<file path="src/rtl/ov7670_config_sequencer.sv">
// OV7670 register-init sequencer: walks the init ROM and issues SCCB writes.
// Ports: clk/rst_n, start, rom_addr/rom_dout, cmd_* handshake, busy/done/write_count.
module ov7670_config_sequencer #(
  parameter int CLK_FREQ     = 25_000_000,
  parameter int DELAY_MS     = 10,
  parameter int MIN_END_ADDR = 38
) (
  input  logic        clk,
  input  logic        rst_n,
  input  logic        start,
  output logic [7:0]  rom_addr,
  input  logic [15:0] rom_dout,
  output logic        cmd_valid,
  input  logic        cmd_ready,
  output logic [7:0]  cmd_reg,
  output logic [7:0]  cmd_data,
  input  logic        cmd_done,
  output logic        busy,
  output logic        done,
  output logic [7:0]  write_count
);

  localparam int DELAY_CYCLES = CLK_FREQ / 1000 * DELAY_MS;
  localparam logic [31:0] DLY_LAST =
    (DELAY_CYCLES > 0) ? 32'(DELAY_CYCLES - 1) : 32'd0;
  localparam logic [8:0] END_ADDR = 9'(MIN_END_ADDR);

  typedef enum logic [2:0] {
    S_IDLE,
    S_FETCH,
    S_DECODE,
    S_SEND,
    S_WAIT_DONE,
    S_DELAY,
    S_FINISH
  } state_t;

  state_t      state;
  logic [31:0] dly_cnt;

  logic end_word;
  logic dly_word;
  logic at_end;
  logic last_addr;

  assign end_word  = (rom_dout == 16'hFFFF);
  assign dly_word  = (rom_dout == 16'hFFF0);
  assign at_end    = ({1'b0, rom_addr} >= END_ADDR);
  assign last_addr = (rom_addr == 8'hFF);

  always_ff @(posedge clk) begin
    if (!rst_n) begin
      state       <= S_IDLE;
      rom_addr    <= 8'd0;
      cmd_valid   <= 1'b0;
      cmd_reg     <= 8'd0;
      cmd_data    <= 8'd0;
      busy        <= 1'b0;
      done        <= 1'b0;
      write_count <= 8'd0;
      dly_cnt     <= 32'd0;
    end else begin
      unique case (state)
        S_IDLE: begin
          if (start) begin
            state       <= S_FETCH;
            rom_addr    <= 8'd0;
            done        <= 1'b0;
            write_count <= 8'd0;
            busy        <= 1'b1;
          end
        end
        S_FETCH: begin
          state <= S_DECODE;
        end
        S_DECODE: begin
          if (end_word && at_end) begin
            state <= S_FINISH;
            done  <= 1'b1;
          end else if (end_word) begin
            // hole in the table: skip without a command
            if (last_addr) begin
              state <= S_FINISH;
              done  <= 1'b1;
            end else begin
              rom_addr <= rom_addr + 8'd1;
              state    <= S_FETCH;
            end
          end else if (dly_word) begin
            state   <= S_DELAY;
            dly_cnt <= 32'd0;
          end else begin
            state     <= S_SEND;
            cmd_valid <= 1'b1;
            cmd_reg   <= rom_dout[15:8];
            cmd_data  <= rom_dout[7:0];
          end
        end
        S_SEND: begin
          if (cmd_ready) begin
            cmd_valid <= 1'b0;
            state     <= S_WAIT_DONE;
          end
        end
        S_WAIT_DONE: begin
          if (cmd_done) begin
            if (write_count != 8'hFF)
              write_count <= write_count + 8'd1;
            if (last_addr) begin
              state <= S_FINISH;
              done  <= 1'b1;
            end else begin
              rom_addr <= rom_addr + 8'd1;
              state    <= S_FETCH;
            end
          end
        end
        S_DELAY: begin
          dly_cnt <= dly_cnt + 32'd1;
          if (dly_cnt == DLY_LAST) begin
            if (last_addr) begin
              state <= S_FINISH;
              done  <= 1'b1;
            end else begin
              rom_addr <= rom_addr + 8'd1;
              state    <= S_FETCH;
            end
          end
        end
        S_FINISH: begin
          state <= S_IDLE;
          busy  <= 1'b0;
        end
        default: begin
          state     <= S_IDLE;
          busy      <= 1'b0;
          cmd_valid <= 1'b0;
        end
      endcase
    end
  end

endmodule

</file>
<file path="config.mk">
export PLATFORM = sky130hd
export DESIGN_NAME = ov7670_config_sequencer
export DESIGN_NICKNAME = d
export VERILOG_FILES = /design/src/rtl/ov7670_config_sequencer.sv
export SDC_FILE = /design/constraint.sdc
export NUM_CORES = 1
export LEC_CHECK = 0
export CORE_UTILIZATION = 30
export CTS_CLUSTER_DIAMETER = 100
export DETAILED_ROUTE_END_ITERATION = 16
export GPL_TIMING_DRIVEN = 0
export HOLD_SLACK_MARGIN = 0.12
export MAX_ROUTING_LAYER = met4
export SLEW_MARGIN = 0
export SYNTH_ARGS = -nofsm -noshare
export SYNTH_HDL_FRONTEND = slang
export SYNTH_SLANG_ARGS = --single-unit
</file>
<file path="constraint.sdc">
create_clock -name clk -period 3.11 [get_ports clk]
set_clock_uncertainty 0.05 [all_clocks]
set_input_delay 0.622 -clock clk [delete_from_list [all_inputs] [get_ports clk]]
set_output_delay 0.622 -clock clk [all_outputs]
set_load 0.005 [all_outputs]
</file>
==> summary.md, run 1 <==
| Metric | Value |
|---|---|
| Family with the most delay on the worst path | simple AND/OR/NAND/NOR gates |
| Final Hold Slack | 0.439 ns |
| Syn. warnings | 0 |
| Nets | 488 |
| Overall Power | around 0.0022 W |
| Max incr delay on CP | approximately 0.57 ns |
| Placed Area | ~0.0042 mm^2 |
| IO buf count | 54 |
| Async SR Flop Fraction | 0% |
| Cell Rows | 38 |
| Max-slew headroom | 35.1% |
| Max-slew violation count | 0 |
| Cts bufs inserted | 9 |
| WP buf/inv | 2 |
| Hold_buf cts | 0 |
| DRT Pass-1 Iters | 5 |
| Synth Net Count | 423 |
| Clock tree buffer depth | 2 |
| Clk sinks | 70 |
| Crit Path Max Fanout | 7 |
| Antenna viol nets, final | 0 |
| CTS tree | built |
| Max reg flops | 32 |
| Top reg by flops | dly_cnt |
| Synth unique cells | 52 |
| Final hold vios | 0 |
| Arr. time, crit path | 3.11 ns |
| Non-filler cells, final | about 610 |
| Die ar. | 0.0119 mm^2 |
| Share of the synthesized area in the top cell type | about two fifths |
| WHS Path Cells | 1 |
| Leak | 1.46 nW |
| Leading cell type by number of instances after synthesis | dfxtp_1 |
| Placed Cells | roughly 590 |
| Post-Synthesis Cells | 398 |
| VDD IR max | 0.261 mV |
| Clock transition at the registers of the reported paths | 0.06 ns |
| Width of the chip | 109 um |
| Layout overhead on the synthesized area | 29.4% |
| Status | complete, no violations |
| Vias per cell | 5.12 |
| Post-DP HPWL | 6060 um |
| # DRC | 0 |
| Initial antenna violation count | 0 |
| GRT Total Usage | 15.7% |
| CP max-delay cell | or4_1 |
| P per Cell Area | 490 mW/mm^2 |
| Synthesized area per cell | around 8.7 um^2 |
| Htree depth | 3 |
| Fin crit share | 93.0% |
| Core ar. | 0.0110 mm^2 |
| Worst-Margin Slew | 0.961 ns |
| R2R depth | 9 |
| Hold Path Origin | done |
| Root buffer cell | clkbuf_16 |
| GR Overflow Total | 0 |
| Synth top cells by count | 70 x dfxtp_1, 47 x nor2_1, 22 x xnor2_1 |
| Post-synth EDFFs | 0 |
| Hold EP | done |
| Hold Path Class | flop to flop |
| Crit path launch type | primary input |
| RSZ-0062 raised after global routing | no |
| Crit Path Class | primary input to flop |
| Post-Route WL | 8420 um |
| Max-Cap Viols | 0 |
| Number of synthesized register bits | 70 |
| Fill count | 1132 |
| R2r endpoint | rom_addr[3] |
| Main synth FF type | dfxtp_1 |
| Postcts setup bufs | 0 |
| Final worst path period need | 2.89 ns |
| Die H | 109 um |
| Reg2Reg Setup Slack | 0.37 ns |
| Clk Latency, worst-skew pair | 0.34 ns |
| Post-CTS sizing | 0 |
| First-pass GRT wire length | ~14000 um |
| Dominant cells by area after synthesis | dfxtp_1 41%, xnor2_1 5.6%, mux2i_1 5.5% |
| Synth area leader | dfxtp_1 |
| Number of I/O pins | 56 |
| Gpl congestion | 0.848 |
| Worst EP required | 3.33 ns |
| Drt wl/cell | 13.9 um |
| N_diodes | 0 |
| Worst r2r src | rom_addr[0] |
| Initial Utilization | 31.3% |
| Vias post-DR | 3110 |
| Max Fclk | 346 MHz |
| Register area share after synthesis | just over 40% |
| Synthesized area | 0.00345 mm^2 |
| Crit. End Element | flop |
| 1st-iter DRT viols | 125 |
| Vias in the first global route | 3076 |
| CP cell instances | clkdlybuf4s50_1 > nand4_2 > nor3_4 > a31oi_1 > or4_1 > buf_2 > or3_1 > a21oi_1 |
| Setup violations, final | 0 |
| Largest net degree at the start of global routing | 14 |
| Fraction of layout cells with a size suffix above 1 | 5.98% |
| Finished Cell Area | 0.00446 mm^2 |
==> worst max path at each step <==
stage	startpoint	to	slack (ns)	cells past startpoint
2_1_floorplan	rom_dout[9]	dly_cnt[25]	0.71	7
3_3_place_gp	rom_dout[0]	dly_cnt[27]	-0.18	7
3_5_place_dp	rom_dout[1]	rom_addr[5]	-0.20	8
4_1_cts	rom_dout[1]	rom_addr[3]	0.13	8
5_1_grt	rom_dout[9]	dly_cnt[27]	0.03	8
6_report	rom_dout[5]	dly_cnt[25]	0.22	8
==> power by group <==
group,internal [W],total [W],switching [W]
registers,0.000926,0.000950,0.0000243
logic,0.000133,0.000261,0.000128
clock network,0.000567,0.000975,0.000409
==> per-layer routing <==
| metal | up-vias | track usage [%] | routed length (um) |
|---|---|---|---|
| met5 | - | - | 0 |
| met4 | 0 | 5.62 | 120 |
| met3 | 10 | 4.00 | 295 |
| met2 | 70 | 24.3 | 3830 |
| met1 | 1462 | 19.7 | 4180 |
| li1 | 1568 | - | - |
==> through the flow <==
stage               setup slack [ns]  utilization, %  setup TNS (ns)
global placement              -0.183            37.7          -0.943
global route                  0.0277            40.5               0
floorplan                      0.711               -               0
detailed placement            -0.202            37.7           -1.37
finish                         0.219            40.5               0
CTS                            0.131            40.3               0
==> cell usage in the layout (no fill, tap or decap), drive strengths merged, types with 2 or more instances in the layout <==
cell type and count:
and3 9, xor2 10, nor2b 18, mux2i 19
and4 3, clkinv 4, inv 8, nor3 11
nand3 13, nand2 20, a31oi 2, o21a 2
and2 3, a21oi 15, o21ai 17, or3 11
a21boi 3, ha 4, clkdlybuf4s50 54, nand4b 2
clkbuf 25, nor4 16, nand4 18, xnor2 22
o31ai 4, dfxtp 70, buf 3, o311ai 2
nor2 47, nor3b 5, nand2b 6, nor4b 3
or4 2
==> logic make-up (layout without fill, tap and decap cells) <==
| logic type | Yosys count | after routing | synth area share [%] |
|---|---|---|---|
| xor gates and xnor gates | 32 | 32 | 8.13 |
| adders and majority gates | 4 | 4 | 1.45 |
| AOI/OAI and AO/OA | 56 | 56 | 10.2 |
| and+or+nand+nor | 193 | 193 | 31.3 |
| buffers and inverters | 24 | 94 | 2.72 |
| muxes | 19 | 19 | 5.52 |
| DFF | 70 | 70 | 40.6 |
==> layout make-up <==
type	instances	area (um^2)	share of cell area [%]
timing repair buffer	54	541	12.1
clock inverter	6	45.0	1.01
sequential	70	1400	31.4
tap	140	175	3.92
multi-input combinational	304	1970	44.1
inverter	6	22.5	0.505
clock buffer	10	239	5.35
buffer	18	71.3	1.60
(Power assumes the default switching activity.)
==> run 2: changes to the inputs <==
--- a/config.mk
+++ b/config.mk
@@ -8,10 +8,11 @@
 export CORE_UTILIZATION = 30
 export CTS_CLUSTER_DIAMETER = 100
 export DETAILED_ROUTE_END_ITERATION = 16
+export DONT_BUFFER_PORTS = 1
 export GPL_TIMING_DRIVEN = 0
 export HOLD_SLACK_MARGIN = 0.12
 export MAX_ROUTING_LAYER = met4
-export SLEW_MARGIN = 0
+export SLEW_MARGIN = 10
 export SYNTH_ARGS = -nofsm -noshare
 export SYNTH_HDL_FRONTEND = slang
 export SYNTH_SLANG_ARGS = --single-unit
==> run 2 against run 1 <==
Against the previous run: worst hold slack got worse by 0.032 ns; worst setup slack improved by 0.094 ns; cell area fell by 11%; wire length decreased by 4.7%; global-route usage shrank 0.24 points; highest routed layer unchanged; sequential power up 0.6%; largest power group unchanged; core utilization is 4.6 points lower; clock power up 17%; largest cell class unchanged.
==> summary.md, run 2 (synthesis gave the netlist of run 1 again) <==
| Metric | Value |
|---|---|
| P per Cell Area | 575 mW/mm^2 (was 490 mW/mm^2) |
| Initial antenna violation count | 0 (unchanged) |
| Worst EP required | 3.33 ns (about the same) |
| Nets | 434 (was 488) |
| Core ar. | 0.0110 mm^2 (unchanged) |
| Hold Path Origin | rom_dout[11] (was done) |
| Max-slew violation count | 0 (unchanged) |
| Vias in the first global route | 2898 (was 3076) |
| CTS tree | built (unchanged) |
| Commonest non-fill, non-tap cell in the layout | dfxtp_1 (unchanged) |
| Clock network power share | 50.1% (was 44.6%) |
| Clk sinks | 70 (unchanged) |
| Hold_buf cts | 0 (unchanged) |
| Layout overhead on the synthesized area | 14.8% (was 29.4%) |
| Antenna viol nets, final | 0 (unchanged) |
| Crit. End Element | flop (unchanged) |
| Die H | 109 um (unchanged) |
| Worst-Margin Slew | 0.991 ns (was 0.961 ns) |
| Fraction of layout cells with a size suffix above 1 | 6.28% (was 5.98%) |
| P_sw | 0.000525 W (was 0.000561 W) |
| # DRC | 0 (unchanged) |
| Initial Utilization | 31.3% (unchanged) |
| DRT Pass-1 Iters | 4 (was 5) |
| Largest net degree at the start of global routing | 13 (was 14) |
| Reg power frac | 42.0% (was 43.5%) |
| Crit Path Class | flop to flop (was primary input to flop) |
| Max incr delay on CP | 0.68 ns (was 0.57 ns) |
| Clock tree buffer depth | 2 (unchanged) |
| Fill count | 1151 (was 1132) |
| Gpl congestion | 0.837 (was 0.848) |
| Hold Path Class | primary input to flop (was flop to flop) |
| Leak | 1.28 nW (was 1.46 nW) |
| Root buffer cell | clkbuf_16 (unchanged) |
| Status | complete, no violations (unchanged) |
| Vias per cell | 5.25 (was 5.12) |
| CP max-delay cell | o311ai_0 (was or4_1) |
| Post-Route WL | 8020 um (was 8420 um) |
| Post-DP HPWL | 5920 um (was 6060 um) |
| Sw Share | 23.1% (was 25.7%) |
| Power Internal | 0.00175 W (was 0.00163 W) |
| Final Hold Slack | 0.408 ns (was 0.439 ns) |
| Fin crit share | 90.0% (was 93.0%) |
| Number of I/O pins | 56 (unchanged) |
| Final hold vios | 0 (unchanged) |
| Vias post-DR | 2909 (was 3110) |
| Worst r2r src | rom_addr[0] (unchanged) |
| Post-CTS sizing | 0 (unchanged) |
| Final worst path period need | 2.80 ns (was 2.89 ns) |
| Top reg by flops | dly_cnt (unchanged) |
| CP Launch Point | rom_addr[0] (was rom_dout[5]) |
| GRT Total Usage | 15.5% (was 15.7%) |
| Max-slew headroom | 33.1% (was 35.1%) |
| Drt wl/cell | 14.5 um (was 13.9 um) |
| Power share of the combinational group | 7.9% (was 12.0%) |
| Setup violations, final | 0 (unchanged) |
| Cts bufs inserted | 9 (unchanged) |
| TNS Setup | 0 ns (unchanged) |
| Clock transition at the registers of the reported paths | 0.06 ns (about the same) |
| CP cell instances | inv_1 > ha_1 > o21ai_0 > a21boi_0 > o311ai_0 > nand4b_1 > clkbuf_1 > or3_1 > a21oi_1 (was clkdlybuf4s50_1 > nand4_2 > nor3_4 > a31oi_1 > or4_1 > buf_2 > or3_1 > a21oi_1) |
| Crit path launch type | flop (was primary input) |
| N_diodes | 0 (unchanged) |
| 1st-iter DRT viols | 154 (was 125) |
| Max Fclk | 357 MHz (was 346 MHz) |
| Max reg flops | 32 (unchanged) |
| GR Overflow Total | 0 (unchanged) |
| Overall Power | 0.00228 W (was 0.00219 W) |
| Htree depth | 3 (unchanged) |
| Width of the chip | 109 um (unchanged) |
| VDD IR max | 0.377 mV (was 0.261 mV) |
| Die ar. | 0.0119 mm^2 (unchanged) |
| Clk Latency, worst-skew pair | 0.34 ns (about the same) |
| RSZ-0062 raised after global routing | no (unchanged) |
| Arr. time, crit path | 3.01 ns (was 3.11 ns) |
| Postcts setup bufs | 0 (unchanged) |
| IO buf count | 0 (was 54) |
| First-pass GRT wire length | 13800 um (was 14200 um) |
| Commonest non-fill, non-tap cells in the layout | 70 x dfxtp_1, 47 x nor2_1, 22 x xnor2_1 (was 70 x dfxtp_1, 54 x clkdlybuf4s50_1, 47 x nor2_1) |
| Max-Cap Viols | 0 (unchanged) |
| Cell Rows | 38 (unchanged) |
| Crit Path Max Fanout | 10 (was 7) |
-- run 2: cell types whose count changed in the layout (fill, tap and decap cells not counted), sizes merged --
cell and change:
clkinv -3, bufinv +2, clkdlybuf4s50 -54, clkbuf +2
inv -1
-- run 2: metal layers --
metal	vias to the layer above	track usage [%]	wire, um	share of wire, %
met4	0	7.05	106	1.3
met3	6	4.60	582	7.3
met1	1369	18.9	3710	46
met2	66	23.4	3630	45
met5	-	-	0	0
li1	1468	-	-	-
-- run 2: critical path, delay by kind of cell (launching register included) --
kind,cells,cell delay [ns]
AOI/OAI and AO/OA,4,1.11
adders and majority gates,1,0.19
buffers and inverters,2,0.32
DFF,1,0.44
and+or+nand+nor,2,0.62
-- run 2: worst paths after layout --
check	cells past startpoint	endpoint	slack, ns
worst max-delay path	9	rom_addr[3]	0.31
worst min register to register	2	dly_cnt[31]	0.44
worst min-delay path	2	cmd_reg[3]	0.41
worst max register to register	9	rom_addr[3]	0.31
-- run 2: power groups by stage --
stage | clock network [W] | logic (W) | registers (W)
after floorplan | 0 | 0.000145 | 0.000968
after global routing | 0.00122 | 0.000205 | 0.000960
after CTS | 0.00117 | 0.000184 | 0.000956
after detailed placement | 0 | 0.000183 | 0.000976
after global placement | 0 | 0.000179 | 0.000975
final | 0.00114 | 0.000181 | 0.000956
-- run 2: final cells by class --
class                           instances  area [um^2]  share of cell area [%]
Multi-Input combinational cell        304         1950                    49.4
Clock inverter                          4         77.6                    1.96
Tap cell                              140          175                    4.43
Clock buffer                           12          256                    6.48
Buffer                                 18         71.3                    1.80
Sequential cell                        70         1400                    35.4
Inverter                                6         22.5                   0.569
-- run 2: per-stage QoR --
step | util (%) | cells | area (um^2) | setup slack [ns]
5_1_grt | 35.9 | 554 | 3960 | 0.0403
6_report | 35.9 | 554 | 3960 | 0.312
2_1_floorplan | - | 398 | 3450 | 0.711
3_5_place_dp | 32.8 | 538 | 3620 | 0.243
4_1_cts | 35.9 | 554 | 3960 | 0.313
3_3_place_gp | 32.8 | 538 | 3620 | 0.288
